$ cat src/rtl/dca_lsu_merger_pkg.sv
// ============================================================================
// dca_lsu_merger_pkg : arbiter state encoding and width helpers for the merger
// Rev 1.0
// ============================================================================
`default_nettype none

package dca_lsu_merger_pkg;

  typedef enum logic [0:0] {
    ARB_IDLE   = 1'b0,
    ARB_LOCKED = 1'b1
  } arb_state_e;

  // Port-index width; one bit minimum so a single-port build still elaborates
  function automatic int idx_width(input int num_port);
    return (num_port > 1) ? $clog2(num_port) : 1;
  endfunction

  function automatic int cnt_width(input int depth);
    return $clog2(depth) + 1;
  endfunction

endpackage

`default_nettype wire

$ cat src/rtl/dca_lsu_merger_tag_fifo.sv
// ============================================================================
// dca_lsu_merger_tag_fifo : ordering FIFO holding the owner port of each burst
// Rev 1.0
// ============================================================================
`default_nettype none

module dca_lsu_merger_tag_fifo
  import dca_lsu_merger_pkg::*;
#(
  parameter int WIDTH = 2,
  parameter int DEPTH = 8
) (
  input  logic             clk,
  input  logic             rstnn,
  input  logic             clear_i,
  input  logic             push_i,
  input  logic [WIDTH-1:0] push_data_i,
  input  logic             pop_i,
  output logic             full_o,
  output logic             empty_o,
  output logic [WIDTH-1:0] head_o
);

  localparam int BW_CNT = cnt_width(DEPTH);
  localparam int BW_PTR = $clog2(DEPTH);

  logic [WIDTH-1:0]  mem_q [DEPTH];
  logic [BW_PTR-1:0] wr_ptr_q;
  logic [BW_PTR-1:0] rd_ptr_q;
  logic [BW_CNT-1:0] cnt_q;
  logic              w_do_push;
  logic              w_do_pop;

  assign full_o    = (cnt_q == BW_CNT'(DEPTH));
  assign empty_o   = (cnt_q == '0);
  assign head_o    = mem_q[rd_ptr_q];
  assign w_do_pop  = pop_i & ~empty_o;
  // A pop in the same cycle frees the slot a push into a full FIFO needs
  assign w_do_push = push_i & (~full_o | w_do_pop);

  always_ff @(posedge clk or negedge rstnn) begin
    if (!rstnn) begin
      wr_ptr_q <= '0;
      rd_ptr_q <= '0;
      cnt_q    <= '0;
    end else if (clear_i) begin
      wr_ptr_q <= '0;
      rd_ptr_q <= '0;
      cnt_q    <= '0;
    end else begin
      if (w_do_push) wr_ptr_q <= wr_ptr_q + BW_PTR'(1);
      if (w_do_pop)  rd_ptr_q <= rd_ptr_q + BW_PTR'(1);
      case ({w_do_push, w_do_pop})
        2'b10:   cnt_q <= cnt_q + BW_CNT'(1);
        2'b01:   cnt_q <= cnt_q - BW_CNT'(1);
        default: cnt_q <= cnt_q;
      endcase
    end
  end

  always_ff @(posedge clk) begin
    if (w_do_push) mem_q[wr_ptr_q] <= push_data_i;
  end

endmodule

`default_nettype wire

$ cat src/rtl/dca_lsu_xmi_merger.sv
// ============================================================================
// dca_lsu_xmi_merger : N LPI ports onto one XMI port, burst round-robin with
// per-direction ordering FIFOs. DCA_LSU_MERGER_PRIORITY_EN: port 0 strict prio.
// Rev 1.0
// ============================================================================
`default_nettype none

module dca_lsu_xmi_merger
  import dca_lsu_merger_pkg::*;
#(
  parameter int NUM_PORT      = 4,
  parameter int BW_LPI_QDATA  = 64,
  parameter int BW_LPI_YDATA  = 40,
  parameter int WRITE_BIT_POS = 0,
  parameter int DEPTH         = 8
) (
  input  logic                             clk,
  input  logic                             rstnn,
  input  logic                             clear,
  output logic                             busy,
  output logic                             unexpected_resp,
  input  logic [NUM_PORT-1:0]              port_qvalid,
  input  logic [NUM_PORT-1:0]              port_qlast,
  input  logic [NUM_PORT*BW_LPI_QDATA-1:0] port_qdata,
  output logic [NUM_PORT*2-1:0]            port_qdready,
  output logic [NUM_PORT-1:0]              port_yvalid,
  output logic [NUM_PORT-1:0]              port_ylast,
  output logic [BW_LPI_YDATA-1:0]          port_ydata,
  input  logic [NUM_PORT*2-1:0]            port_ydready,
  output logic                             slxqvalid,
  output logic                             slxqlast,
  output logic [BW_LPI_QDATA-1:0]          slxqdata,
  input  logic [1:0]                       slxqdready,
  input  logic                             slxyvalid,
  input  logic                             slxylast,
  input  logic                             slxywreply,
  input  logic [BW_LPI_YDATA-1:0]          slxydata,
  output logic [1:0]                       slxydready
);

  localparam int BW_PORT_IDX = idx_width(NUM_PORT);

  arb_state_e              state_q, state_d;
  logic [BW_PORT_IDX-1:0]  grant_q, grant_d;
  logic [BW_PORT_IDX-1:0]  rr_ptr_q, rr_ptr_d;
  logic                    unexpected_q;

  logic [NUM_PORT-1:0]     elig;
  logic                    cand_found;
  logic [BW_PORT_IDX-1:0]  cand_idx;
  logic                    gnt_valid;
  logic [BW_PORT_IDX-1:0]  gnt_idx;
  logic                    sel_qvalid, sel_qlast, q_xfer;
  logic [BW_LPI_QDATA-1:0] sel_qdata;
  logic                    rpush, wpush, rpop, wpop;
  logic                    rfull, wfull, rempty, wempty;
  logic [BW_PORT_IDX-1:0]  rhead, whead, sel_head;
  logic                    sel_empty, y_xfer;

  // A port is eligible only while the FIFO of its direction has room
  for (genvar i = 0; i < NUM_PORT; i++) begin : g_elig
    assign elig[i] = port_qvalid[i] &
                     (port_qdata[i*BW_LPI_QDATA + WRITE_BIT_POS] ? ~wfull : ~rfull);
  end

  always_comb begin
    int                     j;
    logic [BW_PORT_IDX-1:0] jj;
    cand_found = 1'b0;
    cand_idx   = '0;
    j          = 0;
    jj         = '0;
    for (int k = 0; k < NUM_PORT; k++) begin
      j = int'(rr_ptr_q) + k;
      if (j >= NUM_PORT) j = j - NUM_PORT;
      jj = BW_PORT_IDX'(j);
      if (!cand_found && elig[jj]) begin
        cand_found = 1'b1;
        cand_idx   = jj;
      end
    end
`ifdef DCA_LSU_MERGER_PRIORITY_EN
    if (elig[0]) begin
      cand_found = 1'b1;
      cand_idx   = '0;
    end
`endif
  end

  assign gnt_valid = (state_q == ARB_LOCKED) | cand_found;
  assign gnt_idx   = (state_q == ARB_LOCKED) ? grant_q : cand_idx;

  always_comb begin
    state_d      = state_q;
    grant_d      = grant_q;
    rr_ptr_d     = rr_ptr_q;
    rpush        = 1'b0;
    wpush        = 1'b0;
    sel_qvalid   = 1'b0;
    sel_qlast    = 1'b0;
    sel_qdata    = '0;
    port_qdready = '0;
    for (int i = 0; i < NUM_PORT; i++) begin
      if (gnt_valid && gnt_idx == BW_PORT_IDX'(i)) begin
        sel_qvalid               = port_qvalid[i];
        sel_qlast                = port_qlast[i];
        sel_qdata                = port_qdata[i*BW_LPI_QDATA +: BW_LPI_QDATA];
        port_qdready[2*i +: 2]   = slxqdready;
      end
    end
    q_xfer = sel_qvalid & slxqdready[0];
    if (q_xfer) begin
      if (state_q == ARB_IDLE) begin
        wpush = sel_qdata[WRITE_BIT_POS];
        rpush = ~sel_qdata[WRITE_BIT_POS];
        if (!sel_qlast) begin
          state_d = ARB_LOCKED;
          grant_d = gnt_idx;
        end
      end
      if (sel_qlast) begin
        state_d  = ARB_IDLE;
        rr_ptr_d = (gnt_idx == BW_PORT_IDX'(NUM_PORT - 1)) ? '0
                                                           : gnt_idx + BW_PORT_IDX'(1);
      end
    end
  end

  assign slxqvalid = sel_qvalid;
  assign slxqlast  = sel_qlast;
  assign slxqdata  = sel_qdata;

  assign sel_empty = slxywreply ? wempty : rempty;
  assign sel_head  = slxywreply ? whead  : rhead;

  // With no owner on record the reply is drained so the interconnect never stalls
  always_comb begin
    port_yvalid = '0;
    port_ylast  = '0;
    slxydready  = 2'b11;
    if (!sel_empty) begin
      slxydready = 2'b00;
      for (int i = 0; i < NUM_PORT; i++) begin
        if (sel_head == BW_PORT_IDX'(i)) begin
          port_yvalid[i] = slxyvalid;
          port_ylast[i]  = slxylast;
          slxydready     = port_ydready[2*i +: 2];
        end
      end
    end
    y_xfer = slxyvalid & slxydready[0] & ~sel_empty;
    rpop   = y_xfer & ~slxywreply & slxylast;
    wpop   = y_xfer & slxywreply;
  end

  assign port_ydata      = slxydata;
  assign unexpected_resp = unexpected_q;
  assign busy            = (state_q == ARB_LOCKED) | ~rempty | ~wempty;

  always_ff @(posedge clk or negedge rstnn) begin
    if (!rstnn) begin
      state_q      <= ARB_IDLE;
      grant_q      <= '0;
      rr_ptr_q     <= '0;
      unexpected_q <= 1'b0;
    end else if (clear) begin
      state_q      <= ARB_IDLE;
      grant_q      <= '0;
      rr_ptr_q     <= '0;
      unexpected_q <= 1'b0;
    end else begin
      state_q  <= state_d;
      grant_q  <= grant_d;
      rr_ptr_q <= rr_ptr_d;
      if (slxyvalid && sel_empty) unexpected_q <= 1'b1;
    end
  end

  dca_lsu_merger_tag_fifo #(
    .WIDTH (BW_PORT_IDX),
    .DEPTH (DEPTH)
  ) u_rfifo (
    .clk         (clk),
    .rstnn       (rstnn),
    .clear_i     (clear),
    .push_i      (rpush),
    .push_data_i (gnt_idx),
    .pop_i       (rpop),
    .full_o      (rfull),
    .empty_o     (rempty),
    .head_o      (rhead)
  );

  dca_lsu_merger_tag_fifo #(
    .WIDTH (BW_PORT_IDX),
    .DEPTH (DEPTH)
  ) u_wfifo (
    .clk         (clk),
    .rstnn       (rstnn),
    .clear_i     (clear),
    .push_i      (wpush),
    .push_data_i (gnt_idx),
    .pop_i       (wpop),
    .full_o      (wfull),
    .empty_o     (wempty),
    .head_o      (whead)
  );

endmodule

`default_nettype wire

$ cat config.mk
export PLATFORM = sky130hd
export DESIGN_NAME = dca_lsu_xmi_merger
export DESIGN_NICKNAME = d
export VERILOG_FILES = /design/src/rtl/dca_lsu_merger_pkg.sv /design/src/rtl/dca_lsu_merger_tag_fifo.sv /design/src/rtl/dca_lsu_xmi_merger.sv
export SDC_FILE = /design/constraint.sdc
export NUM_CORES = 1
export LEC_CHECK = 0
export CAP_MARGIN = 20
export CORE_AREA = 2 2 174 176
export CTS_CLUSTER_SIZE = 24
export DETAILED_ROUTE_END_ITERATION = 12
export DIE_AREA = 0 0 176 178
export GPL_TIMING_DRIVEN = 0
export SLEW_MARGIN = 20
export SYNTH_ARGS = -nofsm -noshare
export SYNTH_HDL_FRONTEND = slang
export SYNTH_SLANG_ARGS = --single-unit
$ cat constraint.sdc
create_clock -name clk -period 15.1 [get_ports clk]
set_input_delay 3.02 -clock clk [delete_from_list [all_inputs] [get_ports clk]]
set_output_delay 3.02 -clock clk [all_outputs]
set_load 0.02 [all_outputs]
==> results by group <==
Synthesis
  – Synth Area per Inst: just under 9 um2
  – Cells after synthesis: 622
  – Number of synthesized flops with an enable pin: 32
  – Yosys warning count: 0
  – Synth Cell Area: 5478 um2
  – Most frequent cells after synthesis: nor2_1 (100), a221oi_1 (64), o22ai_1 (63), buf_4 (41)
  – Synth top area share: roughly 18%
  – Count leader, synth: nor2_1
  – Yosys reg bits: 58
  – Synth area leader: edfxtp_1
  – Synth area leaders: edfxtp_1 (18%), dfrtp_1 (12%), a221oi_1 (10%)
  – Top FF cell, synth: edfxtp_1
  – Seq/Total Area, Yosys: 29.42%
  – Yosys cell types: 69
  – FFs w/ async S/R, synth: around 45%
  – Syn Nets: 956

Routing
  – Vias: about 7000
  – Vias per std cell: 4.873
  – DRC: 0
  – Wirelength per Cell: 26.75 um
  – DRT iter0 DRCs: 409
  – First-pass iteration count of the detailed router: 5
  – Routed Antenna Nets: 0
  – WL final: 38440 um

Placement
  – DP Area: 10000 um2
  – Port Buffers: 404
  – Post-DP HPWL: roughly 33000 um
  – Final RePlAce weighted congestion: 0.9578
  – Placed cells: 1416

Floorplan
  – Chip width: ~180 um
  – Floorplan row count: 63
  – Initial Util: 18.63%
  – Core ar.: just under 30000 um2
  – Die area: about 31000 um2
  – I/O pin cnt: 446
  – Die height: 178 um

Global route
  – Vias in the first global route: 6986
  – Initial antenna violation count: 14
  – GRT Total Usage: between 20% and 30%
  – Global-route wire length before repair: 51290 um
  – Largest net degree at the start of global routing: 27
  – Overflow after GRT: 0

STA
  – Worst clock skew: 0.006497 ns
  – Sum of negative setup slack: 0 ns
  – Final hold vios: 0
  – RSZ-0062 raised after global routing: no
  – Period minus WS final: 11.37 ns
  – Worst Tran Pin Value: 0.9827 ns
  – FMAX: 87.98 MHz
  – Max-slew violations: 0
  – Worst slew margin: about a third
  – # setup viols final: 0
  – Crit share post-route: 75.27%

Run
  – Max Cap Viol: 0

Pwr
  – Worst vdd ir: 62.88 uV
  – Pwr/cell area: 103.5 nW/um2
  – Leak: about 3.9 nW

Clocking
  – Post-CTS setup buffers: 0
  – CTS buffer count: 9
  – Clk buf depth: 2
  – TritonCTS clock tree: yes
  – Clock-pin slew on the worst setup and hold paths: 0.05 ns
  – Root Buffer: clkbuf_16
  – Post-cts sizing count: 0
  – Post-CTS Hold Fix Bufs: 0
  – CTS H-tree lvls: 3
  – Clk_lat worst skew: 0.32 ns
  – Clk sinks: 58

Critical path
  – Arrival time at the worst endpoint: 8.35 ns
  – Most used cell along the critical path: clkbuf_1
  – CP top delay family: buffers and inverters
  – Worst Path Max Fanout: 18
  – Crit end category: output pin
  – Crit path largest cell delay: 0.82 ns
  – Crit path buf inv count: 7
  – Critical path data required time: 12.08 ns
  – Cell Chain, Critical Path: clkdlybuf4s50_1 -> inv_1 -> mux2i_1 -> nand2_1 -> o21bai_1 -> a21oi_1 -> mux2i_1 -> inv_1 -> ha_1 -> clkbuf_1 -> o21a_1 -> clkbuf_1 -> clkbuf_1 -> a221oi_1 -> nor2_1 -> clkdlybuf4s50_1
  – Slowest cell on crit path: clkdlybuf4s50_1
  – Crit Path Category: primary input to output pin
  – Setup crit start kind: primary input

Final layout
  – # nets final: 1371
  – Final core utilization: 34.96%
  – Cell Count, Final, Fillers Out: 1437
  – Post-Layout Inst Area: just over 10000 um2
  – Share of post-route cells with drive strength above 1: 11.04%
  – P&R area growth vs syn: 87.67%
  – Fillers: 2980

Hold path
  – Hold Path Class: register to register

Outcome
  – Status: finished, final reports clean
[routing by layer]
| metal | share of wire, % | wire length, um | GRT usage (%) | up-vias |
|---|---|---|---|---|
| met2 | 40 | 15310 | 33.87 | 379 |
| met4 | 2.4 | 937 | 5.888 | 18 |
| met1 | 39 | 15000 | 26.93 | 3329 |
| met3 | 18 | 7066 | 19.03 | 64 |
| met5 | 0.31 | 118 | 0 | - |
| li1 | - | - | - | 3212 |
[power breakdown]
part           internal, mW  total (mW)  switching, mW
Sequential            0.177       0.184        0.00760
Clock                 0.109       0.177         0.0680
Combinational         0.289       0.703          0.414
[final cells by class]
class                      instances  area (um2)  share of cell area [%]
antenna                            5       12.51                  0.1217
buffer                            88       518.0                   5.039
clock buffer                      10       229.0                   2.227
clock inverter                     6       33.78                  0.3286
inverter                          11       41.29                  0.4017
multi-input combinational        465        3307                   32.17
sequential                        58        1612                   15.68
tap                              390       488.0                   4.747
timing repair buffer             404        4039                   39.29
[cells by family after synthesis]
logic type	synth area share [%]
AO/OA/AOI/OAI	24.97
XOR/XNOR	1.119
adder cells (fa/ha/maj)	3.472
AND/OR/NAND/NOR	20.72
buffers and inverters	10.21
multiplexers	10.10
flip-flops	29.42
[worst paths after layout]
kind                            slack [ns]             start  cells past startpoint                  end
worst max-delay path                  3.73   port_qdata[128]                     16          slxqdata[9]
worst min-delay path                  0.50   unexpected_resp                      2      unexpected_resp
worst max register to register        8.89  u_rfifo.cnt_q[1]                     21     u_wfifo.cnt_q[3]
worst min register to register        0.50   unexpected_resp                      2      unexpected_resp
max in group asynchronous            11.94             rstnn                      1  u_wfifo.rd_ptr_q[0]
min in group asynchronous             2.73             rstnn                      1          rr_ptr_q[0]
[registers in the layout (all words and copies together) (netlist names), 3 cells and up]
register,cells
u_rfifo.cnt_q,4
u_rfifo.rd_ptr_q,3
u_rfifo.wr_ptr_q,3
u_wfifo.cnt_q,4
u_wfifo.rd_ptr_q,3
u_wfifo.wr_ptr_q,3
u_rfifo.mem_q,16
u_wfifo.mem_q,16
[worst register-to-register path, stage by stage, from the launching register on]
cell	delay (ns)
dfrtp_1	0.46
nor4b_2	0.67
mux2i_1	0.35
a32oi_1	0.28
o21bai_1	0.08
a21oi_1	0.21
mux2i_1	0.17
inv_1	0.45
ha_1	0.25
clkbuf_1	0.34
a21oi_1	0.08
a221o_1	0.38
a22oi_1	0.23
o211a_1	0.28
clkbuf_1	0.34
nor2_1	0.17
ha_1	0.32
a21o_1	0.17
a21o_1	0.19
and3_1	0.18
mux2i_1	0.14
mux2_2	0.35
[through the flow]
step / power (mW) / setup WS [ns] / hold WS [ns]
after floorplan: 0.4845 / 6.363 / 0.4856
after global placement: 0.8784 / 3.812 / 0.4837
after global routing: 1.112 / 3.331 / 0.5482
final: 1.064 / 3.734 / 0.5050
after CTS: 1.059 / 3.764 / 0.5183
after detailed placement: 0.8756 / 3.796 / 0.5064
[layout by cell type (no fill, tap or decap), types with 4 or more instances in the layout]
master,count
nand2_1,32
mux2i_1,19
nor2_1,100
nand2b_1,12
a21o_1,6
clkdlybuf4s50_1,403
nand4_1,5
clkbuf_1,22
and2_1,4
a21oi_1,15
dfrtp_1,26
nand3_1,6
o22ai_1,63
ha_1,12
a221oi_1,64
buf_4,41
mux4_2,8
edfxtp_1,32
nor3_1,4
nand3b_1,5
xor2_1,4
nor2b_1,12
buf_2,22
inv_1,11
clkbuf_16,9
diode_2,5
buf_1,4
mux2_2,11
and3_1,12
Note: power is estimated with default switching activity, not from simulation.
